[src/rtl/piso_tx.sv]
`default_nettype none
`timescale 1ns/1ps
// +--------------------------------------------------------------------------+
// | piso_tx : parallel-in serial-out transmitter with valid/ready load and   |
// |           sdo/sdo_valid/sdo_last/done framing, back-to-back streaming.   |
// | Revision: 1.0                                                            |
// +--------------------------------------------------------------------------+
module piso_tx #(
    parameter int WIDTH     = 4,
    parameter bit MSB_FIRST = 1'b1
) (
    input  logic             clk,
    input  logic             rst_n,
    input  logic             load_valid,
    input  logic [WIDTH-1:0] load_data,
    output logic             load_ready,
    output logic             sdo,
    output logic             sdo_valid,
    output logic             sdo_last,
    output logic             done
);

    localparam int                  c_cnt_w    = $clog2(WIDTH);
    localparam logic [c_cnt_w-1:0]  c_last_bit = c_cnt_w'(WIDTH - 1);
    localparam logic [c_cnt_w-1:0]  c_cnt_one  = c_cnt_w'(1);
    localparam int                  c_out_idx  = MSB_FIRST ? WIDTH - 1 : 0;

    localparam logic [0:0] c_st_idle  = 1'b0;
    localparam logic [0:0] c_st_shift = 1'b1;

    logic [0:0]         r_state;
    logic [WIDTH-1:0]   r_shreg;
    logic [c_cnt_w-1:0] r_bitcnt;
    logic               r_done;
    logic [WIDTH-1:0]   w_shifted;
    logic               w_on_last;
    logic               w_accept;

    generate
        if (MSB_FIRST) begin : g_msb_first
            assign w_shifted = {r_shreg[WIDTH-2:0], 1'b0};
        end else begin : g_lsb_first
            assign w_shifted = {1'b0, r_shreg[WIDTH-1:1]};
        end
    endgenerate

    assign w_on_last  = (r_state == c_st_shift) && (r_bitcnt == c_last_bit);
    assign load_ready = (r_state == c_st_idle) || w_on_last;
    assign w_accept   = load_valid && load_ready;

    // shreg is cleared on the way to IDLE so sdo reads 0 there straight from the register
    assign sdo       = r_shreg[c_out_idx];
    assign sdo_valid = (r_state == c_st_shift);
    assign sdo_last  = w_on_last;
    assign done      = r_done;

    always_ff @(posedge clk) begin
        if (!rst_n) begin
            r_state  <= c_st_idle;
            r_shreg  <= '0;
            r_bitcnt <= '0;
            r_done   <= 1'b0;
        end else begin
            r_done <= 1'b0;
            if (w_accept) begin
                r_state  <= c_st_shift;
                r_shreg  <= load_data;
                r_bitcnt <= '0;
            end else if (r_state == c_st_shift) begin
                if (r_bitcnt == c_last_bit) begin
                    r_state  <= c_st_idle;
                    r_shreg  <= '0;
                    r_bitcnt <= '0;
                    r_done   <= 1'b1;
                end else begin
                    r_shreg  <= w_shifted;
                    r_bitcnt <= r_bitcnt + c_cnt_one;
                end
            end
        end
    end

endmodule
`default_nettype wire

[config.mk]
export PLATFORM = sky130hd
export DESIGN_NAME = piso_tx
export DESIGN_NICKNAME = d
export VERILOG_FILES = /design/src/rtl/piso_tx.sv
export SDC_FILE = /design/constraint.sdc
export NUM_CORES = 1
export LEC_CHECK = 0
export CORE_AREA = 2 2 39 41
export CTS_BUF_LIST = sky130_fd_sc_hd__clkbuf_4
export CTS_CLUSTER_DIAMETER = 100
export DETAILED_ROUTE_END_ITERATION = 7
export DIE_AREA = 0 0 41 43
export PLACE_DENSITY = 0.57
export SYNTH_ARGS = -nofsm -noshare
export SYNTH_HDL_FRONTEND = slang
export SYNTH_SLANG_ARGS = --single-unit
[constraint.sdc]
create_clock -name clk -period 1.19 [get_ports clk]
set_input_delay 0.357 -clock clk [delete_from_list [all_inputs] [get_ports clk]]
set_output_delay 0.357 -clock clk [all_outputs]
set_load 0.05 [all_outputs]
==> implementation parameters, run 1 <==
Parameter                              Value

Worst setup path
  Total buffers and inverters traversed by the critical path ... 2
  Crit Path Max Fanout ... 3
  Largest stage delay, worst path ... 0.33 ns
  Worst flop-to-flop path endpoint ... r_shreg[2]
  Worst r2r path cells ... 5
  Startpoint of the most critical register-to-register path ... r_bitcnt[1]
  Family of cells with the greatest summed delay on the critical path ... flip-flops
  Setup slack on the worst flop-to-flop path ... 0.01 ns
  Critical-path cell list ... ha_4 -> nor2b_4 -> clkinvlp_4 -> buf_6
  Data arrival time of the critical path ... 1.13 ns
  Critical Path Slowest Stage Cell ... dfxtp_2
  Critical path capture point type ... primary output
  Data required, critical path ... 0.83 ns
  CP Class ... reg2out
  CP Launch Type ... register

Clocking
  CTS Buffer Depth ... 2
  Worst skew pair latency ... 0.25 ns
  CTS HTree Levels ... 1
  Count of hold-fix buffers inserted at cts ... 0
  Root buffer cell ... clkbuf_4
  Sink count of the clock tree ... 8
  Clock tree from TritonCTS ... done
  Post-CTS clock slew at the launch and capture registers of the worst setup and hold paths ... 0.06 ns
  Cts bufs inserted ... 3

Timing
  Min setup slack post-route ... -0.2970 ns
  Endpoints failing hold ... 0
  Slew @ Worst Pin ... 0.3033 ns
  Max-slew headroom ... 0.7972
  Final max-slew violation count ... 0
  Setup repair after global routing missed its margin ... yes
  Final clock skew ... 0.001324 ns
  Maximum achievable frequency ... 672.5 MHz
  Final cycle utilization of the critical path ... 1.250
  Final count of negative-setup-slack endpoints ... 3
  Sum of negative setup slack ... -0.6654 ns
  Post-route minimum period ... 1.487 ns

Route
  Detailed Route Iter0 Violations ... 2
  Number of detailed-routing iterations run before antenna repair ... 2
  Wire length per cell ... 11.56 µm
  Count of unresolved DRC violations after routing ... 0
  Final wirelength ... 925 µm
  Antenna-violating nets left ... 0
  Vias per cell ... 4.550
  Via count of the routed design ... 364

Logic synthesis
  Average size of a mapped cell ... 9.978 µm²
  Netlist Area Pre-Place ... 399.1 µm²
  Ys Warns ... 0
  Number of storage elements in the synthesis netlist ... 8
  Synth unique cells ... 22
  Mapped Nets ... 48
  Post-synthesis sequential area ratio ... 0.4013
  Cells after synthesis ... 40

Worst hold path
  Hold-critical path depth ... 2
  Start point of the worst min-delay path ... r_shreg[2]
  Class of the tightest hold or removal check ... reg2reg
  End of the worst hold path ... r_shreg[3]

Power and ir drop
  Total design power ... 0.7192 mW
  PD cells ... 1039 nW/µm²
  Peak supply drop ... 460.9 µV
  Leakage dissipation ... 0.3004 nW

Floorplan
  Core box area ... 1384 µm²
  Starting Density ... 0.2884
  Placement row count ... 14
  Die ar. ... 1763 µm²
  Die Wd ... 41 µm
  Die Y-Extent ... 43 µm
  I/O pin cnt ... 12

GRT
  Remaining Overflow, GRT ... 0
  Maximum number of pins on one net before global-route repair ... 9
  Total Routing Usage GR ... 0.1348
  Number of global-route vias before repair ... 353
  Global-route wire length before repair ... 1504 µm
  Number of antenna violations at the first check in global routing ... 0

Job
  Max Cap Viol ... 0

Finish
  Number of antenna repair diodes ... 0
  Nets ... 73
  Proportion of layout cells with a drive suffix above 1 ... 0.4375
  Layout overhead on the synthesized area ... 73.35%

Placed design
  Final estimated routing congestion in global placement ... 0.7242
  Detailed placer's ending HPWL ... 622.3 µm
  Worst slack after detailed placement ... -0.2961 ns
  Count of input and output buffers ... 11

Run status
  Result of the run ... finished, violations left
  Failing checks ... setup timing
logic make-up (layout without fill, tap and decap cells):
logic type                 count (synthesis)  count (layout)  synth area share
muxes                                      4               4            0.1003
adders and majority gates                  1               1           0.03134
DFF                                        8               8            0.4012
and+or+nand+nor                           11              11            0.1756
AOI/OAI and AO/OA                         12              12            0.2257
buffers and inverters                      4              28           0.06584
registers in the layout, indices dropped and copies added (netlist names):
name,cells
r_shreg,4
r_bitcnt,2
done,1
sdo_valid,1
worst min-delay path, stage by stage, from the launching register on:
cell and delay, ns:
dfxtp_1 0.33, a32oi_1 0.06, a21oi_1 0.12
power by group:
part | switching (mW) | internal (mW)
clock network | 0.0989 | 0.151
logic | 0.0775 | 0.0966
registers | 0.0117 | 0.283
repair_timing:
action / CTS / global route
setup endpoints to repair: 6 / 6
gates cloned: 1 / 0
setup buffers: 4 / 0
pin swaps: 1 / 1
gates resized for setup: 7 / 1
cell type report:
class                      count  area [µm²]
tap                           16       20.02
sequential                     8       166.4
multi-input combinational     28       226.5
clock buffer                   4       30.03
fill                         130       691.9
timing repair buffer          22       237.7
inverter                       2       11.26
per-stage QoR:
step	util	std cells	cell area [µm²]	hold WS, ns
2_1_floorplan	-	40	409.1	0.4740
3_3_place_gp	0.4358	71	603.1	0.5324
3_5_place_dp	0.4358	71	603.1	0.5276
4_1_cts	0.4991	80	690.7	0.5556
5_1_grt	0.5000	80	691.9	0.6117
6_report	0.5000	80	691.9	0.5500
cells in the final DEF (no fill, tap or decap), drive strengths merged, types with 2 or more instances in the layout:
cell,synthesis,final
buf,2,16
nor2b,2,2
dfxtp,8,8
clkdlybuf4s50,0,5
a32o,2,2
nor2,3,3
o21a,4,4
a21oi,2,2
mux2i,4,4
and2,2,2
clkbuf,0,4
routing by layer:
metal	up-vias	GRT usage	part of all wire
li1	191	-	-
met1	164	0.1553	0.43
met2	7	0.1938	0.52
met3	2	0.03141	0.032
met4	0	0.1200	0.016
met5	-	0	0
synth_stat cells (all sizes together):
| cell | number | share of area |
|---|---|---|
| dfxtp | 8 | 0.40 |
| ha | 1 | 0.031 |
| inv | 2 | 0.019 |
| nand2 | 1 | 0.0094 |
| mux2i | 4 | 0.10 |
| buf | 2 | 0.047 |
| a32o | 2 | 0.050 |
| nor2 | 3 | 0.028 |
| and2 | 2 | 0.034 |
| and3b | 1 | 0.022 |
| o31ai | 1 | 0.019 |
| a32oi | 1 | 0.022 |
| nor2b | 2 | 0.050 |
| nand3 | 1 | 0.013 |
| nor3b | 1 | 0.019 |
| o21ai | 1 | 0.013 |
| a21oi | 2 | 0.025 |
| a21o | 1 | 0.022 |
| o21a | 4 | 0.075 |
worst max-delay path by stage:
stage / from / end / slack, ns / depth (start not counted)
after global routing: r_bitcnt[1] / load_ready / -0.35 / 4
after global placement: load_valid / r_shreg[1] / -0.29 / 5
after floorplan: sdo_valid / load_ready / -0.20 / 3
after CTS: r_bitcnt[1] / load_ready / -0.31 / 4
after detailed placement: load_valid / r_shreg[0] / -0.30 / 5
final: r_bitcnt[1] / load_ready / -0.30 / 4
Note: power is estimated with default switching activity, not from simulation.
==> run 2: changes to the inputs <==
Settings changed: SKIP_CTS_REPAIR_TIMING set to 1, SKIP_LAST_GASP set to 1.
==> implementation parameters, run 2 (synthesis gave the netlist of run 1 again) <==
Parameter                              Value

GRT
  Total Routing Usage GR ... 0.1247
  Global-route wire length before repair ... 1393 µm
  Number of global-route vias before repair ... 317
  Remaining Overflow, GRT ... 0
  Maximum number of pins on one net before global-route repair ... 10
  Number of antenna violations at the first check in global routing ... 0

Finish
  Largest register by flop count ... r_shreg
  Nets ... 72
  Final instance area ... 688.2 µm²
  Flip-flop count of the largest register, all copies and words added ... 4
  Fillers ... 130
  Proportion of layout cells with a drive suffix above 1 ... 0.4286
  Layout overhead on the synthesized area ... 72.41%
  Registers with the most flip-flops ... r_shreg (4), r_bitcnt (2)
  Final cell count without fillers ... 79
  Leading cell types in the layout, fill and taps excluded ... buf_4, dfxtp_1, clkdlybuf4s50_1
  Number of antenna repair diodes ... 0
  Most common cell after layout, fill and taps aside ... buf_4

Timing
  Maximum achievable frequency ... 671.0 MHz
  Final clock skew ... 0.001305 ns
  Setup repair after global routing missed its margin ... yes
  Post-route minimum period ... 1.490 ns
  Final cycle utilization of the critical path ... 1.252
  Endpoints failing hold ... 0
  Max-slew headroom ... 0.7970
  Final count of negative-setup-slack endpoints ... 3
  Slew @ Worst Pin ... 0.3035 ns
  Min setup slack post-route ... -0.3003 ns
  WHS ... 0.5532 ns
  Final max-slew violation count ... 0

Clocking
  Cts bufs inserted ... 3
  Worst skew pair latency ... 0.25 ns
  CTS Buffer Depth ... 2
  Post-CTS clock slew at the launch and capture registers of the worst setup and hold paths ... 0.06 ns
  Root buffer cell ... clkbuf_4
  CTS HTree Levels ... 1
  Clock tree from TritonCTS ... done
  Sink count of the clock tree ... 8

Worst setup path
  Setup slack on the worst flop-to-flop path ... 0 ns
  Worst r2r path cells ... 5
  Largest stage delay, worst path ... 0.34 ns
  Critical Path Slowest Stage Cell ... dfxtp_2
  Critical-path cell list ... ha_4 -> nor2b_4 -> clkinvlp_4 -> buf_6
  Critical path capture point type ... primary output
  Crit Path Max Fanout ... 3
  Data arrival time of the critical path ... 1.13 ns
  Startpoint of the most critical register-to-register path ... r_bitcnt[0]
  CP Class ... reg2out
  CP Launch Type ... register
  Worst flop-to-flop path endpoint ... r_shreg[2]
  Data required, critical path ... 0.83 ns

Placed design
  Inst Count DP ... 71
  Count of input and output buffers ... 11
  Final estimated routing congestion in global placement ... 0.7242
  Worst slack after detailed placement ... -0.2961 ns
  Detailed placer's ending HPWL ... 622.3 µm
  Cell area after placement ... 603.1 µm²

Route
  Count of unresolved DRC violations after routing ... 0
  Number of detailed-routing iterations run before antenna repair ... 3
  Vias per cell ... 4.646
  Via count of the routed design ... 367
  Final wirelength ... 875 µm
  Antenna-violating nets left ... 0
  Wire length per cell ... 11.08 µm
  Detailed Route Iter0 Violations ... 4

Power and ir drop
  Share of total power in combinational logic ... 0.237
  Fraction of power spent switching nets ... 0.2620
  Switching power of the nets ... 0.1879 mW
  Share of total power in sequential cells ... 0.412
  Peak supply drop ... 431.9 µV
  Internal power ... 0.5292 mW
  Leakage dissipation ... 0.3029 nW
  Part of the power in the clock network ... 0.350
  PD cells ... 1042 nW/µm²

Floorplan
  Die Wd ... 41 µm
  Core box area ... 1384 µm²
  Placement row count ... 14
  Die Y-Extent ... 43 µm
  I/O pin cnt ... 12
  Starting Density ... 0.2884
  Die ar. ... 1763 µm²

Worst hold path
  Class of the tightest hold or removal check ... reg2reg
  Start point of the worst min-delay path ... r_shreg[2]
  Hold-critical path depth ... 2
  End of the worst hold path ... r_shreg[3]

Run status
  Failing checks ... setup timing
  Result of the run ... finished, violations left

Job
  Max Cap Viol ... 0
-- run 2: cell count changes in the layout (fill, tap and decap cells not counted), sizes merged --
| cell | delta |
|---|---|
| dlygate4sd2 | -1 |
| dlymetal6s2s | +1 |
| buf | -1 |
-- run 2: per-stage QoR --
stage	power, mW	TNS, ns	util
final	0.7170	-0.6943	0.4973
after global placement	0.4504	-2.139	0.4358
after floorplan	0.3800	-0.2715	-
after CTS	0.7136	-0.9969	0.4575
after global routing	0.7594	-0.8531	0.4973
after detailed placement	0.4510	-2.108	0.4358
-- run 2: how the worst max path moves through the flow --
stage | from | to
floorplan | sdo_valid | load_ready
global placement | load_valid | r_shreg[1]
detailed placement | load_valid | r_shreg[0]
CTS | r_bitcnt[0] | load_ready
global route | r_bitcnt[0] | load_ready
finish | r_bitcnt[0] | load_ready
-- run 2: area by class of cell --
class | count | area [µm²] | area share
clock buffers | 4 | 30.03 | 0.04364
multi-input cells | 28 | 226.5 | 0.3291
well taps | 16 | 20.02 | 0.02909
inverters | 2 | 11.26 | 0.01636
repair buffers | 21 | 234.0 | 0.3400
flip-flops and latches | 8 | 166.4 | 0.2418
-- run 2: routing by layer --
metal | wire (µm) | GRT usage | vias to the layer above
met4 | 15 | 0.1200 | 0
met2 | 417 | 0.1625 | 10
li1 | - | - | 192
met5 | 0 | 0 | -
met3 | 36 | 0.03141 | 2
met1 | 405 | 0.1553 | 163
-- run 2: critical path: cells and delay by family, from the launching register on --
family / cells / cell delay [ns]
DFF: 1 / 0.34
buffers and inverters: 2 / 0.24
adders and majority gates: 1 / 0.17
and+or+nand+nor: 1 / 0.13
-- run 2: power groups by stage --
stage                     combinational (mW)  clock [mW]  sequential, mW
after floorplan                       0.0669           0           0.313
after global placement                 0.150           0           0.300
after detailed placement               0.151           0           0.300
after CTS                              0.151       0.268           0.294
after global routing                   0.182       0.280           0.298
final                                  0.170       0.251           0.296
